[src/rtl/bitscan_pkg.sv]
// bitscan_pkg: operation encodings and count-width helper shared by the
// bitscan unit and its encoder.
package bitscan_pkg;

  typedef enum logic [1:0] {
    OP_CTZ  = 2'd0,
    OP_CLZ  = 2'd1,
    OP_CPOP = 2'd2,
    OP_RSVD = 2'd3
  } bitscan_op_t;

  // Bits needed to hold a count of 0..w inclusive.
  function automatic int cnt_w(input int w);
    return $clog2(w) + 1;
  endfunction

endpackage

[src/rtl/bitscan_enc.sv]
// bitscan_enc: one-hot to binary index encoder. Each index bit is the
// OR of the one-hot lines whose position has that bit set.
module bitscan_enc #(
  parameter int WIDTH = 32
) (
  input  logic [WIDTH-1:0]         onehot_i,
  output logic [$clog2(WIDTH)-1:0] idx_o
);

  localparam int IW = $clog2(WIDTH);

  // Positions whose binary index has bit b set.
  function automatic logic [WIDTH-1:0] sel_mask(input int b);
    logic [WIDTH-1:0] m;
    for (int i = 0; i < WIDTH; i++) begin
      m[i] = ((i >> b) & 1) == 1;
    end
    return m;
  endfunction

  for (genvar gi = 0; gi < IW; gi++) begin : g_idx
    localparam logic [WIDTH-1:0] MASK = sel_mask(gi);
    assign idx_o[gi] = |(onehot_i & MASK);
  end

endmodule

[src/rtl/bitscan_unit.sv]
// bitscan_unit: two-stage CTZ / CLZ / CPOP pipeline with valid/ready
// handshakes on both sides. S1 isolates a single bit (CLZ reuses the CTZ
// isolation on the bit-reversed operand) and, when built, per-byte
// popcounts; S2 encodes the result. Define BITSCAN_CPOP_EN to build the
// popcount datapath; otherwise CPOP is reported as illegal.
module bitscan_unit
  import bitscan_pkg::*;
#(
  parameter int WIDTH = 32,
  parameter int TAG_W = 5
) (
  input  logic             clk,
  input  logic             rst_n,
  input  logic             flush,
  input  logic             in_valid,
  output logic             in_ready,
  input  logic [1:0]       in_op,
  input  logic [WIDTH-1:0] in_opnd,
  input  logic [TAG_W-1:0] in_tag,
  output logic             out_valid,
  input  logic             out_ready,
  output logic [WIDTH-1:0] out_res,
  output logic [TAG_W-1:0] out_tag,
  output logic             out_illegal
);

  localparam int IW = $clog2(WIDTH);

  bitscan_op_t      op_in;
  logic [WIDTH-1:0] opnd_rev;
  logic [WIDTH-1:0] scan_src;
  logic [WIDTH-1:0] onehot_d;
  logic             s1_advance;
  logic             in_fire;

  logic             s1_valid_q;
  bitscan_op_t      s1_op_q;
  logic [TAG_W-1:0] s1_tag_q;
  logic [WIDTH-1:0] s1_onehot_q;
  logic             s1_zero_q;

  logic [IW-1:0]    enc_idx;
  logic [WIDTH-1:0] res_d;
  logic             illegal_d;

  logic             s2_valid_q;
  logic [WIDTH-1:0] out_res_q;
  logic [TAG_W-1:0] out_tag_q;
  logic             out_illegal_q;

  assign op_in      = bitscan_op_t'(in_op);
  assign s1_advance = !s2_valid_q || out_ready;
  assign in_ready   = rst_n && !flush && (!s1_valid_q || s1_advance);
  assign in_fire    = in_valid && in_ready;

  // CLZ of x equals CTZ of bit-reversed x, so one isolation path serves both.
  for (genvar gi = 0; gi < WIDTH; gi++) begin : g_rev
    assign opnd_rev[gi] = in_opnd[WIDTH-1-gi];
  end

  assign scan_src = (op_in == OP_CLZ) ? opnd_rev : in_opnd;
  assign onehot_d = scan_src & (~scan_src + WIDTH'(1));

`ifdef BITSCAN_CPOP_EN
  localparam int CW = cnt_w(WIDTH);
  localparam int NB = WIDTH / 8;

  logic [NB-1:0][3:0] bytecnt_d;
  logic [NB-1:0][3:0] s1_bytecnt_q;
  logic [CW-1:0]      pop_sum;

  for (genvar gi = 0; gi < NB; gi++) begin : g_bytecnt
    logic [3:0] cnt;
    // Population count of one operand byte (0..8).
    always_comb begin
      cnt = '0;
      for (int k = 0; k < 8; k++) begin
        cnt = cnt + {3'b000, in_opnd[gi*8+k]};
      end
    end
    assign bytecnt_d[gi] = cnt;
  end

  // Per-byte counts captured alongside the rest of S1.
  always_ff @(posedge clk) begin
    if (in_fire) begin
      s1_bytecnt_q <= bytecnt_d;
    end
  end

  // Sum of byte counts in S2.
  always_comb begin
    pop_sum = '0;
    for (int k = 0; k < NB; k++) begin
      pop_sum = pop_sum + CW'(s1_bytecnt_q[k]);
    end
  end
`endif

  // S1 payload; no reset needed since it is qualified by s1_valid_q.
  always_ff @(posedge clk) begin
    if (in_fire) begin
      s1_op_q     <= op_in;
      s1_tag_q    <= in_tag;
      s1_onehot_q <= onehot_d;
      s1_zero_q   <= (in_opnd == '0);
    end
  end

  bitscan_enc #(
    .WIDTH(WIDTH)
  ) u_enc (
    .onehot_i(s1_onehot_q),
    .idx_o   (enc_idx)
  );

  // S2 result selection; zero operand gives WIDTH for CTZ/CLZ.
  always_comb begin
    res_d     = '0;
    illegal_d = 1'b0;
    case (s1_op_q)
      OP_CTZ, OP_CLZ: res_d = s1_zero_q ? WIDTH'(WIDTH) : WIDTH'(enc_idx);
`ifdef BITSCAN_CPOP_EN
      OP_CPOP:        res_d = WIDTH'(pop_sum);
`endif
      default:        illegal_d = 1'b1;
    endcase
  end

  // Stage occupancy and output registers; flush empties both stages.
  always_ff @(posedge clk) begin
    if (!rst_n) begin
      s1_valid_q    <= 1'b0;
      s2_valid_q    <= 1'b0;
      out_res_q     <= '0;
      out_tag_q     <= '0;
      out_illegal_q <= 1'b0;
    end else begin
      if (flush) begin
        s1_valid_q <= 1'b0;
        s2_valid_q <= 1'b0;
      end else begin
        if (!s1_valid_q || s1_advance) begin
          s1_valid_q <= in_fire;
        end
        if (s1_advance) begin
          s2_valid_q <= s1_valid_q;
        end
      end
      if (s1_valid_q && s1_advance) begin
        out_res_q     <= res_d;
        out_tag_q     <= s1_tag_q;
        out_illegal_q <= illegal_d;
      end
    end
  end

  assign out_valid   = s2_valid_q;
  assign out_res     = out_res_q;
  assign out_tag     = out_tag_q;
  assign out_illegal = out_illegal_q;

endmodule
[config.mk]
export PLATFORM = sky130hd
export DESIGN_NAME = bitscan_unit
export DESIGN_NICKNAME = d
export VERILOG_FILES = /design/src/rtl/bitscan_pkg.sv /design/src/rtl/bitscan_enc.sv /design/src/rtl/bitscan_unit.sv
export SDC_FILE = /design/constraint.sdc
export NUM_CORES = 1
export LEC_CHECK = 0
export CORE_AREA = 10 10 83 113
export DETAILED_ROUTE_END_ITERATION = 7
export DIE_AREA = 0 0 93 123
export PLACE_DENSITY = 0.75
export SYNTH_ARGS = -nofsm -noshare
export SYNTH_HDL_FRONTEND = slang
export SYNTH_SLANG_ARGS = --single-unit
[constraint.sdc]
create_clock -name clk -period 2.2 [get_ports clk]
set_clock_uncertainty 0.2 [all_clocks]
set_input_delay 0.33 -clock clk [delete_from_list [all_inputs] [get_ports clk]]
set_output_delay 0.33 -clock clk [all_outputs]
set_load 0.02 [all_outputs]
==> summary.txt <==
Run status
  – Status: complete, no violations

Power and ir drop
  – Reg power frac: between 50% and 60%
  – VDD IR max: 0.000259 V
  – PD cells: ~460 nW/um^2
  – Clock share of power: 24.4%
  – Internal Pwr Total: approximately 1.5 mW
  – LEAKAGE: around 1.5 nW
  – NetSw: around 0.55 mW
  – Design Power: 2.07 mW
  – Net Sw Frac: roughly a quarter
  – Logic pwr share: ~23%

Synthesis
  – Yosys reg bits: 52
  – Mapped Cells: about 320
  – Fraction of registers with async set/reset: 0%
  – Number of flops mapped to enable cells by yosys: 38
  – Top FF cell, synth: edfxtp_1
  – Syn_area_per_cell: between 9 and 10 um^2
  – Yosys warning total: 0
  – Mapped Area: approximately 3100 um^2
  – Yosys cell types: 49
  – Register area share after synthesis: 45.7%

Placed design
  – Gpl congestion: 0.938
  – DP Wirelength: about 7400 um
  – Buffers added on ports: 57
  – Cells after DPL: between 500 and 600
  – Dpl cell area: roughly 4200 um^2
  – Pre-CTS setup slack: -0.592 ns

Layout
  – Final cell count without fillers: between 500 and 600
  – Area delta synth->final: 44.3%
  – Register area: 1420 um^2
  – Finished Cell Area: 4490 um^2
  – Fraction of layout instances using a drive strength above 1: between 20% and 30%
  – FILL cells: between 600 and 700
  – Nets: about 500
  – Area of the multi-input gates: approximately 1700 um^2
  – N_diodes: 0

Drt
  – DR vias/cell: roughly 5.3
  – Final wirelength: 9110 um
  – Highest routed layer: met4
  – WL met1: ~3300 um
  – DRT iter0 DRCs: 161
  – Post-route ant nets: 0
  – Via Count: between 2,000 and 3,000
  – Wire length on met3: roughly 590 um
  – # DRC: 0
  – TritonRoute pass-1 iters: 4
  – WL per Instance: roughly 17 um
  – Metal2 WL: roughly 4900 um

Global routing
  – Initial antenna violation count: 0
  – Overflow after GRT: 0
  – Vias in the first global route: 3,062
  – Largest net degree at the start of global routing: 39
  – Gr usage total: between 10% and 20%
  – First-pass GRT wire length: approximately 14,000 um

Floorplanning
  – Die area: ~11,000 um^2
  – Starting density of the core: roughly 43%
  – Chip width: around 93 um
  – Io pins: 84
  – Die H: between 100 and 150 um
  – Core area: roughly 7300 um^2
  – FP Rows: 37

Worst setup path
  – Worst Setup SP: in_opnd[11]
  – Flop2flop setup slack: 0.41 ns
  – R2R Path End: out_res[1]
  – Crit path kind: primary input to flop
  – Crit path max fanout: 4
  – CP endpoint kind: flop
  – Reg2reg start: s1_onehot_q[23]
  – Startpoint Class: primary input
  – Worst r2r path cells: 5
  – Worst Path Arrival: 2.10 ns
  – WP data required: 2.15 ns
  – Critical Path Sink: s1_onehot_q[29]

STA
  – WHS: roughly 0.18 ns
  – Post-route clock period utilization: between 90% and 100%
  – Max Slew Vio Count: 0
  – Final WS setup: approximately 0.049 ns
  – Period minus WS final: between 2 and 2.5 ns
  – Final number of setup-violating endpoints: 0
  – Final hold violations: 0
  – Fmax: approximately 460 MHz

Worst hold path
  – Hold Startpoint: in_op[1]
  – Worst min path class: primary input to flop

Clock tree
  – TritonCTS clock tree: done
  – H-Tree Depth: 2
  – Clock slew at reported path FFs: approximately 0.08 ns
  – CTS Root Cell: clkbuf_8
  – Clock Latency Late Sink: approximately 0.3 ns
  – Deepest clock path buffer count: 2
  – Cts bufs inserted: 5
  – Sink Count: 52

Flow run
  – Max Cap Viol: 0
metrics by stage:
stage	TNS [ns]	utilization (%)
global placement	-12.06	57.9
CTS	0	59.8
finish	0	61.4
global route	-0.0151	61.4
floorplan	0	-
detailed placement	-12.72	57.9
layout by cell type, fill, tap and decap left out, types with 4 or more instances in the layout:
| cell type | n |
|---|---|
| a2111oi_4 | 4 |
| a21boi_0 | 7 |
| a21oi_1 | 22 |
| buf_4 | 73 |
| clkbuf_8 | 5 |
| clkdlybuf4s50_1 | 51 |
| conb_1 | 26 |
| dfxtp_1 | 14 |
| edfxtp_1 | 38 |
| mux2i_1 | 6 |
| nand2_1 | 41 |
| nand2b_1 | 4 |
| nand3_1 | 13 |
| nand3b_1 | 10 |
| nand4_1 | 4 |
| nor2_1 | 24 |
| nor2_2 | 4 |
| nor2b_1 | 8 |
| nor3_1 | 13 |
| nor3_2 | 7 |
| nor3b_1 | 5 |
| nor4_1 | 11 |
| or4_1 | 5 |
sequential cells by signal (all words and copies together) (netlist names):
signal       count
s1_valid_q       1
s1_op_q          1
out_tag          5
s1_tag_q         5
out_valid        1
s1_onehot_q     31
s1_zero_q        1
out_illegal      1
out_res          6
repair_timing:
| action | 4_1_cts | 5_1_grt |
|---|---|---|
| setup endpoints to repair | 23 | 14 |
| endpoints found under the hold margin | 0 | 0 |
| gates resized for setup | 18 | 26 |
| buffers inserted | 0 | 0 |
| pin swaps | 4 | 7 |
| hold buffers | 0 | 0 |
worst max-delay path, stage by stage:
cell             delay [ns]
clkdlybuf4s50_1        0.50
nor4_1                 0.42
nand2_1                0.11
a21oi_1                0.27
nand4_1                0.25
nor3_1                 0.22
per-layer routing:
layer,GRT usage [%],vias up
li1,-,1407
met3,3.70,23
met5,0,-
met2,29.4,104
met4,7.35,0
met1,15.6,1369
logic make-up after synthesis:
family / synth area share (%)
and+or+nand+nor: 29.2
DFF: 45.7
AOI/OAI and AO/OA: 11.8
buffers and inverters: 8.65
muxes: 4.59
other: 0.121
power by group through the flow:
stage	combinational, mW	sequential (mW)	clock, mW
floorplan	0.218	1.12	0
global placement	0.434	1.12	0
detailed placement	0.439	1.12	0
CTS	0.445	1.10	0.522
global route	0.503	1.10	0.563
finish	0.468	1.10	0.506
cells in the mapped netlist, types with 4 or more instances:
cell type / number / area, um^2
nor4_1: 11 / 68.8
nor2_1: 29 / 109
nand2b_1: 5 / 31.3
nor3_1: 20 / 100
nand3b_1: 10 / 75.1
a21oi_1: 22 / 110
dfxtp_1: 14 / 280
or4_1: 5 / 37.5
buf_4: 27 / 203
or2_2: 4 / 25.0
nand2_1: 41 / 154
a21boi_0: 7 / 52.6
clkbuf_1: 5 / 18.8
nor3b_1: 5 / 37.5
mux2i_1: 8 / 80.1
nand3_1: 13 / 65.1
nand4_1: 4 / 25.0
nor2b_1: 9 / 56.3
edfxtp_1: 38 / 1140
how the worst min path moves through the flow:
stage / end / slack (ns) / cells past startpoint
2_1_floorplan: s1_op_q[1] / 0.23 / 0
3_3_place_gp: out_tag[3] / 0.25 / 2
3_5_place_dp: out_tag[4] / 0.26 / 2
4_1_cts: out_tag[4] / 0.27 / 2
5_1_grt: s1_op_q[1] / 0.18 / 2
6_report: s1_op_q[1] / 0.18 / 2
layout make-up:
type	instances	area share [%]
multi-input combinational	257	37.6
sequential	52	31.7
timing repair buffer	134	25.9
tap	97	2.70
clock buffer	6	1.62
clock inverter	2	0.251
inverter	3	0.251
(Power assumes the default switching activity.)
